<file path="src/rtl/pc_contexto.sv">
// Multi-process program counter: per-process saved-PC slots, kernel entry and BIOS boot vectors.
// Optional quantum preemption is compiled in when PC_QUANTUM_EN is defined.
module pc_contexto_slot #(
    parameter int AW = 10
) (
    input  logic          clock,
    input  logic          reset,
    input  logic          we,
    input  logic [AW-1:0] d,
    output logic [AW-1:0] q
);
    always_ff @(negedge clock or negedge reset) begin
        if (!reset)  q <= '0;
        else if (we) q <= d;
    end
endmodule

module pc_contexto #(
    parameter int AW       = 10,
    parameter int DW       = 32,
    parameter int NPROC    = 4,
    parameter int BIOS_VEC = 0,
    parameter int ISR_VEC  = 90,
    parameter int QUANTUM  = 64,
    localparam int PW      = $clog2(NPROC)
) (
    input  logic          clock,
    input  logic          reset,
    input  logic          resetBIOS,
    input  logic [1:0]    flag,
    input  logic [DW-1:0] novoendereco,
    input  logic          CSe,
    input  logic          retorno,
    input  logic [PW-1:0] procNovo,
    input  logic          wrSlot,
    input  logic [PW-1:0] wrIdx,
    output logic [AW-1:0] endereco,
    output logic [PW-1:0] procAtual,
    output logic [1:0]    modo,
    output logic          erro,
    output logic          preempcao
);
    typedef enum logic [1:0] {BIOS = 2'b00, KERNEL = 2'b01, USER = 2'b10} modo_t;

    modo_t                      state, state_nx;
    logic [AW-1:0]              pc_nx, npc, restore_pc, jump_tgt;
    logic [PW-1:0]              proc_nx;
    logic                       erro_nx, preempt_nx;
    logic                       in_user, expire, do_switch, do_restore, bad_ret, wr_ok;
    logic [NPROC-1:0]           slot_we, save_hit;
    logic [NPROC-1:0][AW-1:0]   slot_d, slot_q;
    logic                       unused_hi;

    assign jump_tgt  = novoendereco[AW-1:0];
    assign unused_hi = ^novoendereco[DW-1:AW];
    assign in_user   = (state == USER);

    always_comb begin
        unique case (flag)
            2'b00:   npc = endereco + AW'(1);
            2'b01:   npc = jump_tgt;
            default: npc = endereco;
        endcase
    end

`ifdef PC_QUANTUM_EN
    localparam int QW = $clog2(QUANTUM);
    logic [QW-1:0] qcnt;

    assign expire = in_user && (qcnt == QW'(QUANTUM - 1));

    // Counts USER edges since the last restore; the restore edge itself is count zero.
    always_ff @(negedge clock or negedge reset) begin
        if (!reset)          qcnt <= '0;
        else if (do_restore) qcnt <= '0;
        else if (in_user)    qcnt <= qcnt + QW'(1);
    end
`else
    assign expire = 1'b0;
`endif

    // Slot mux by loop so out-of-range process numbers never index past the array.
    always_comb begin
        restore_pc = '0;
        for (int i = 0; i < NPROC; i++)
            if (procNovo == PW'(i)) restore_pc = slot_q[i];
    end

    assign do_switch  = !resetBIOS && in_user && (CSe || expire);
    assign do_restore = !resetBIOS && !in_user && retorno && (int'(procNovo) < NPROC);
    assign bad_ret    = !resetBIOS && !in_user && retorno && (int'(procNovo) >= NPROC);
    assign wr_ok      = wrSlot && !in_user && (int'(wrIdx) < NPROC);
    assign erro_nx    = bad_ret || (wrSlot && !wr_ok);
    assign preempt_nx = do_switch && expire;

    always_comb begin
        state_nx = state;
        pc_nx    = npc;
        proc_nx  = procAtual;
        if (resetBIOS) begin
            state_nx = BIOS;
            pc_nx    = AW'(BIOS_VEC);
        end else if (do_switch) begin
            state_nx = KERNEL;
            pc_nx    = AW'(ISR_VEC);
        end else if (do_restore) begin
            state_nx = USER;
            pc_nx    = restore_pc;
            proc_nx  = procNovo;
        end
    end

    always_ff @(negedge clock or negedge reset) begin
        if (!reset) begin
            state     <= BIOS;
            endereco  <= AW'(BIOS_VEC);
            procAtual <= '0;
            erro      <= 1'b0;
            preempcao <= 1'b0;
        end else begin
            state     <= state_nx;
            endereco  <= pc_nx;
            procAtual <= proc_nx;
            erro      <= erro_nx;
            preempcao <= preempt_nx;
        end
    end

    assign modo = state;

    // A switch save beats a same-edge wrSlot to the same slot.
    genvar g;
    generate
        for (g = 0; g < NPROC; g++) begin : g_slot
            assign save_hit[g] = do_switch && (procAtual == PW'(g));
            assign slot_we[g]  = save_hit[g] || (wr_ok && (wrIdx == PW'(g)));
            assign slot_d[g]   = save_hit[g] ? npc : jump_tgt;
            pc_contexto_slot #(.AW(AW)) u_slot (
                .clock (clock),
                .reset (reset),
                .we    (slot_we[g]),
                .d     (slot_d[g]),
                .q     (slot_q[g])
            );
        end
    endgenerate
endmodule

</file>
<file path="config.mk">
export PLATFORM = sky130hd
export DESIGN_NAME = pc_contexto
export DESIGN_NICKNAME = d
export VERILOG_FILES = /design/src/rtl/pc_contexto.sv
export SDC_FILE = /design/constraint.sdc
export NUM_CORES = 1
export LEC_CHECK = 0
export CAP_MARGIN = 20
export CORE_UTILIZATION = 39
export DETAILED_ROUTE_END_ITERATION = 10
export SLEW_MARGIN = 20
export SYNTH_ARGS = -nofsm -noshare
export SYNTH_HDL_FRONTEND = slang
export SYNTH_SLANG_ARGS = --single-unit
</file>
<file path="constraint.sdc">
create_clock -name clock -period 1.7 [get_ports clock]
set_input_delay 0.425 -clock clock [delete_from_list [all_inputs] [get_ports clock]]
set_output_delay 0.425 -clock clock [all_outputs]
set_load 0.03 [all_outputs]
</file>
==> impl_results.md <==
* Status: finished, violations left
* Failing checks: setup timing
* Vias in the first global route at slightly above 3k
* CP required at 1.27 ns
* Hold Path Sink: g_slot[0].u_slot.q[8]$_DFFE_NN0P_
* Port Buf Inserts at 36
* Routed vias at 3013
* Worst-path cell chain: buf_6
* Tot Pwr at 4.40 mW
* Post-Syn Area at 3290 sq um
* CTS tree: built
* Final ANT Viol Nets at 0
* Register-to-register setup slack at -0.21 ns
* Worst reg2reg path endpoint: g_slot[2].u_slot.q[8]$_DFFE_NN0P_
* Max VDD drop at 0.391 mV
* Chip height at 93.9 um
* Number of flops mapped to enable cells by yosys at 0
* Post-synth top area share at 41.8%
* Synth Instances at around 300
* Hold WC Path Type: reg -> reg
* Crit path from: endereco[9]$_DFF_NN0_
* Initial antenna violation count at 0
* Cell with the most instances after synthesis: dfrtn_1
* Top post-synthesis cells by count: 55 x dfrtn_1, 49 x mux2i_1, 29 x nand2_1
* DRT Pass-1 Iters at 4
* Most common flop cell mapped by yosys: dfrtn_1
* Final #Nets at approximately 460
* Final-report hold violation count at 0
* Setup WS pre-CTS at -1.16 ns
* Top cells by area, synth: dfrtn_1 42%, mux2i_1 15%, mux4_2 6.8%, nand2_1 3.3%, a21oi_1 2.7%
* Grt total ovfl at 0
* Critical path class: reg -> out
* Initial DRC Count at between 200 and 300
* Pwr Density at 858 nW/um^2
* Max Transition Viols Final at 0
* Hold_ws at between 0.4 and 0.5 ns
* Hold path start: g_slot[0].u_slot.q[8]$_DFFE_NN0P_
* Vias per cell at 5.77
* Critical path's largest stage delay at between 0.4 and 0.5 ns
* Reg2Reg Launch Point: endereco[0]$_DFF_NN0_
* Post-synthesis async set-or-reset flop share at 100%
* Worst hold path cell count at 2
* Final worst slack at -0.510 ns
* CP arrival at 1.78 ns
* Sum of negative setup slack at -26.45 ns
* Root Driver: clkbuf_8
* Ant diodes at 0
* Crit path buf inv count at 1
* Boundary Pins at 60
* H-Tree Depth at 2
* Buffer levels on the longest clock path at 2
* Ratio of cells with drive above 1 in the final layout at 50.4%
* Total track usage at a little over a quarter
* Synthesized area per cell at roughly 11 sq um
* Yosys Warn Count at 0
* Mapped Nets at about 350
* Register area share after synthesis at 41.8%
* Crit path max fanout at 2
* Wire per inst at 21.1 um
* CP endpoint kind: primary output
* FP Rows at 33
* Die footprint at slightly below 9000 sq um
* Area delta synth->final at 55.9%
* Clk_lat worst skew at about 0.31 ns
* DRC at 0
* Post-Route WL at 11.0 mm
* Initial core utilization at slightly above 40%
* Core Region at 8180 sq um
* Setup-failing EPs final at 67
* Max-cap violations at 0
* CP delay by family, top: flip-flops
* Cells on worst reg2reg path at 7
* Pin count of the biggest net entering global routing at 41
* Element type at the critical path start: register
* CTS clk-pin slew, worst paths at 0.07 ns
* RSZ-0062 raised after global routing: yes
* CTS buffer count at 5
* Final instance area at 5130 sq um
* Routability cong. at about 0.83
* Leading area contributor after synthesis: dfrtn_1
* Post-DP HPWL at 6.87 mm
* Global-route wire length before repair at between 15 and 20 mm
* Area after DPL at about 4200 sq um
* TritonCTS Sinks at 55
* Synthesized flop and latch total at 55
* Static leakage at 2.50 nW
* Post-synthesis cell type count at 47
* Die X-Extent at 93.9 um
* CP max-delay cell: dfrtn_1
* Clk_skew at 0.00509 ns
[per-layer routing]
metal / global-route usage (%) / vias to the layer above / wire [um] / share of wire, %
met5: 0 / - / 0 / 0
met4: 7.56 / 0 / 218 / 2.0
met3: 3.16 / 17 / 510 / 4.6
met2: 45.4 / 87 / 5700 / 52
met1: 34.0 / 1541 / 4560 / 41
li1: - / 1368 / - / -
[per-stage QoR]
step	std cells	util [%]
after floorplan	303	-
after global placement	484	51.5
after detailed placement	484	51.5
after CTS	510	59.7
after global routing	522	62.8
final	522	62.8
[state kept, by name (all words and copies together), names as in the netlist]
| name | count |
|---|---|
| endereco | 10 |
| modo | 2 |
| erro | 1 |
| procAtual | 2 |
| g_slot.u_slot.q | 40 |
[cells by family (layout without fill, tap and decap cells)]
kind of cell | after synthesis | in the layout | share of synthesized area, %
simple gates | 106 | 108 | 18.1
mux | 62 | 62 | 23.1
compound gates | 57 | 57 | 11.7
flops | 55 | 55 | 41.8
buf+inv | 21 | 133 | 4.82
fa+ha+maj | 1 | 1 | 0.380
other cells | 1 | 1 | 0.114
[cell usage in the layout, fill, tap and decap left out, drive strengths merged, types with 3 or more instances in the layout]
cell             n
o22a             3
nand2b           5
a31oi            8
nand4            9
nand2           31
a211oi           4
dlygate4sd2      5
and2             3
nor2            16
nand3b           6
mux4            10
and3             3
o21bai           3
buf            111
o21ai            3
clkdlybuf4s50    4
clkbuf           7
a21oi           18
o22ai            3
a211o            3
nor3             4
o211ai           8
dfrtn           55
nor2b            4
nand3           18
mux2i           50
[what timing repair did]
action,CTS,global route
hold buffers,0,0
endpoints found under the setup margin,70,69
pin swaps,44,32
buffers inserted,11,13
gates cloned,8,0
resized for setup,142,38
hold endpoints to repair,0,0
[report_power, final]
part	switching (mW)	internal [mW]	total [mW]
clock	0.442	0.291	0.734
sequential	0.226	1.68	1.90
combinational	0.850	0.918	1.77
[worst max path at each step]
| stage | end | slack [ns] | depth (start not counted) |
|---|---|---|---|
| 4_1_cts | endereco[3] | -0.49 | 1 |
| 5_1_grt | endereco[3] | -0.52 | 1 |
| 3_5_place_dp | g_slot[2].u_slot.q[9]$_DFFE_NN0P_ | -1.16 | 6 |
| 3_3_place_gp | g_slot[0].u_slot.q[9]$_DFFE_NN0P_ | -1.13 | 6 |
| 6_report | endereco[9] | -0.51 | 1 |
| 2_1_floorplan | g_slot[3].u_slot.q[3]$_DFFE_NN0P_ | -0.62 | 5 |
[cell type report]
type	count	area [sq um]
inverters	1	16.3
fillers	645	3040
flip-flops and latches	55	1380
clock buffers	7	76.3
multi-input cells	229	2190
repair buffers	124	1340
well taps	105	131
clock inverters	1	5.00
[worst reg2reg max path, delay by kind of cell (launching register included)]
kind | cells | cell delay [ns]
AO/OA/AOI/OAI | 2 | 0.45
flip-flops | 1 | 0.37
AND/OR/NAND/NOR | 2 | 0.37
buffers and inverters | 2 | 0.29
adder cells (fa/ha/maj) | 1 | 0.27
Note: power is estimated with default switching activity, not from simulation.
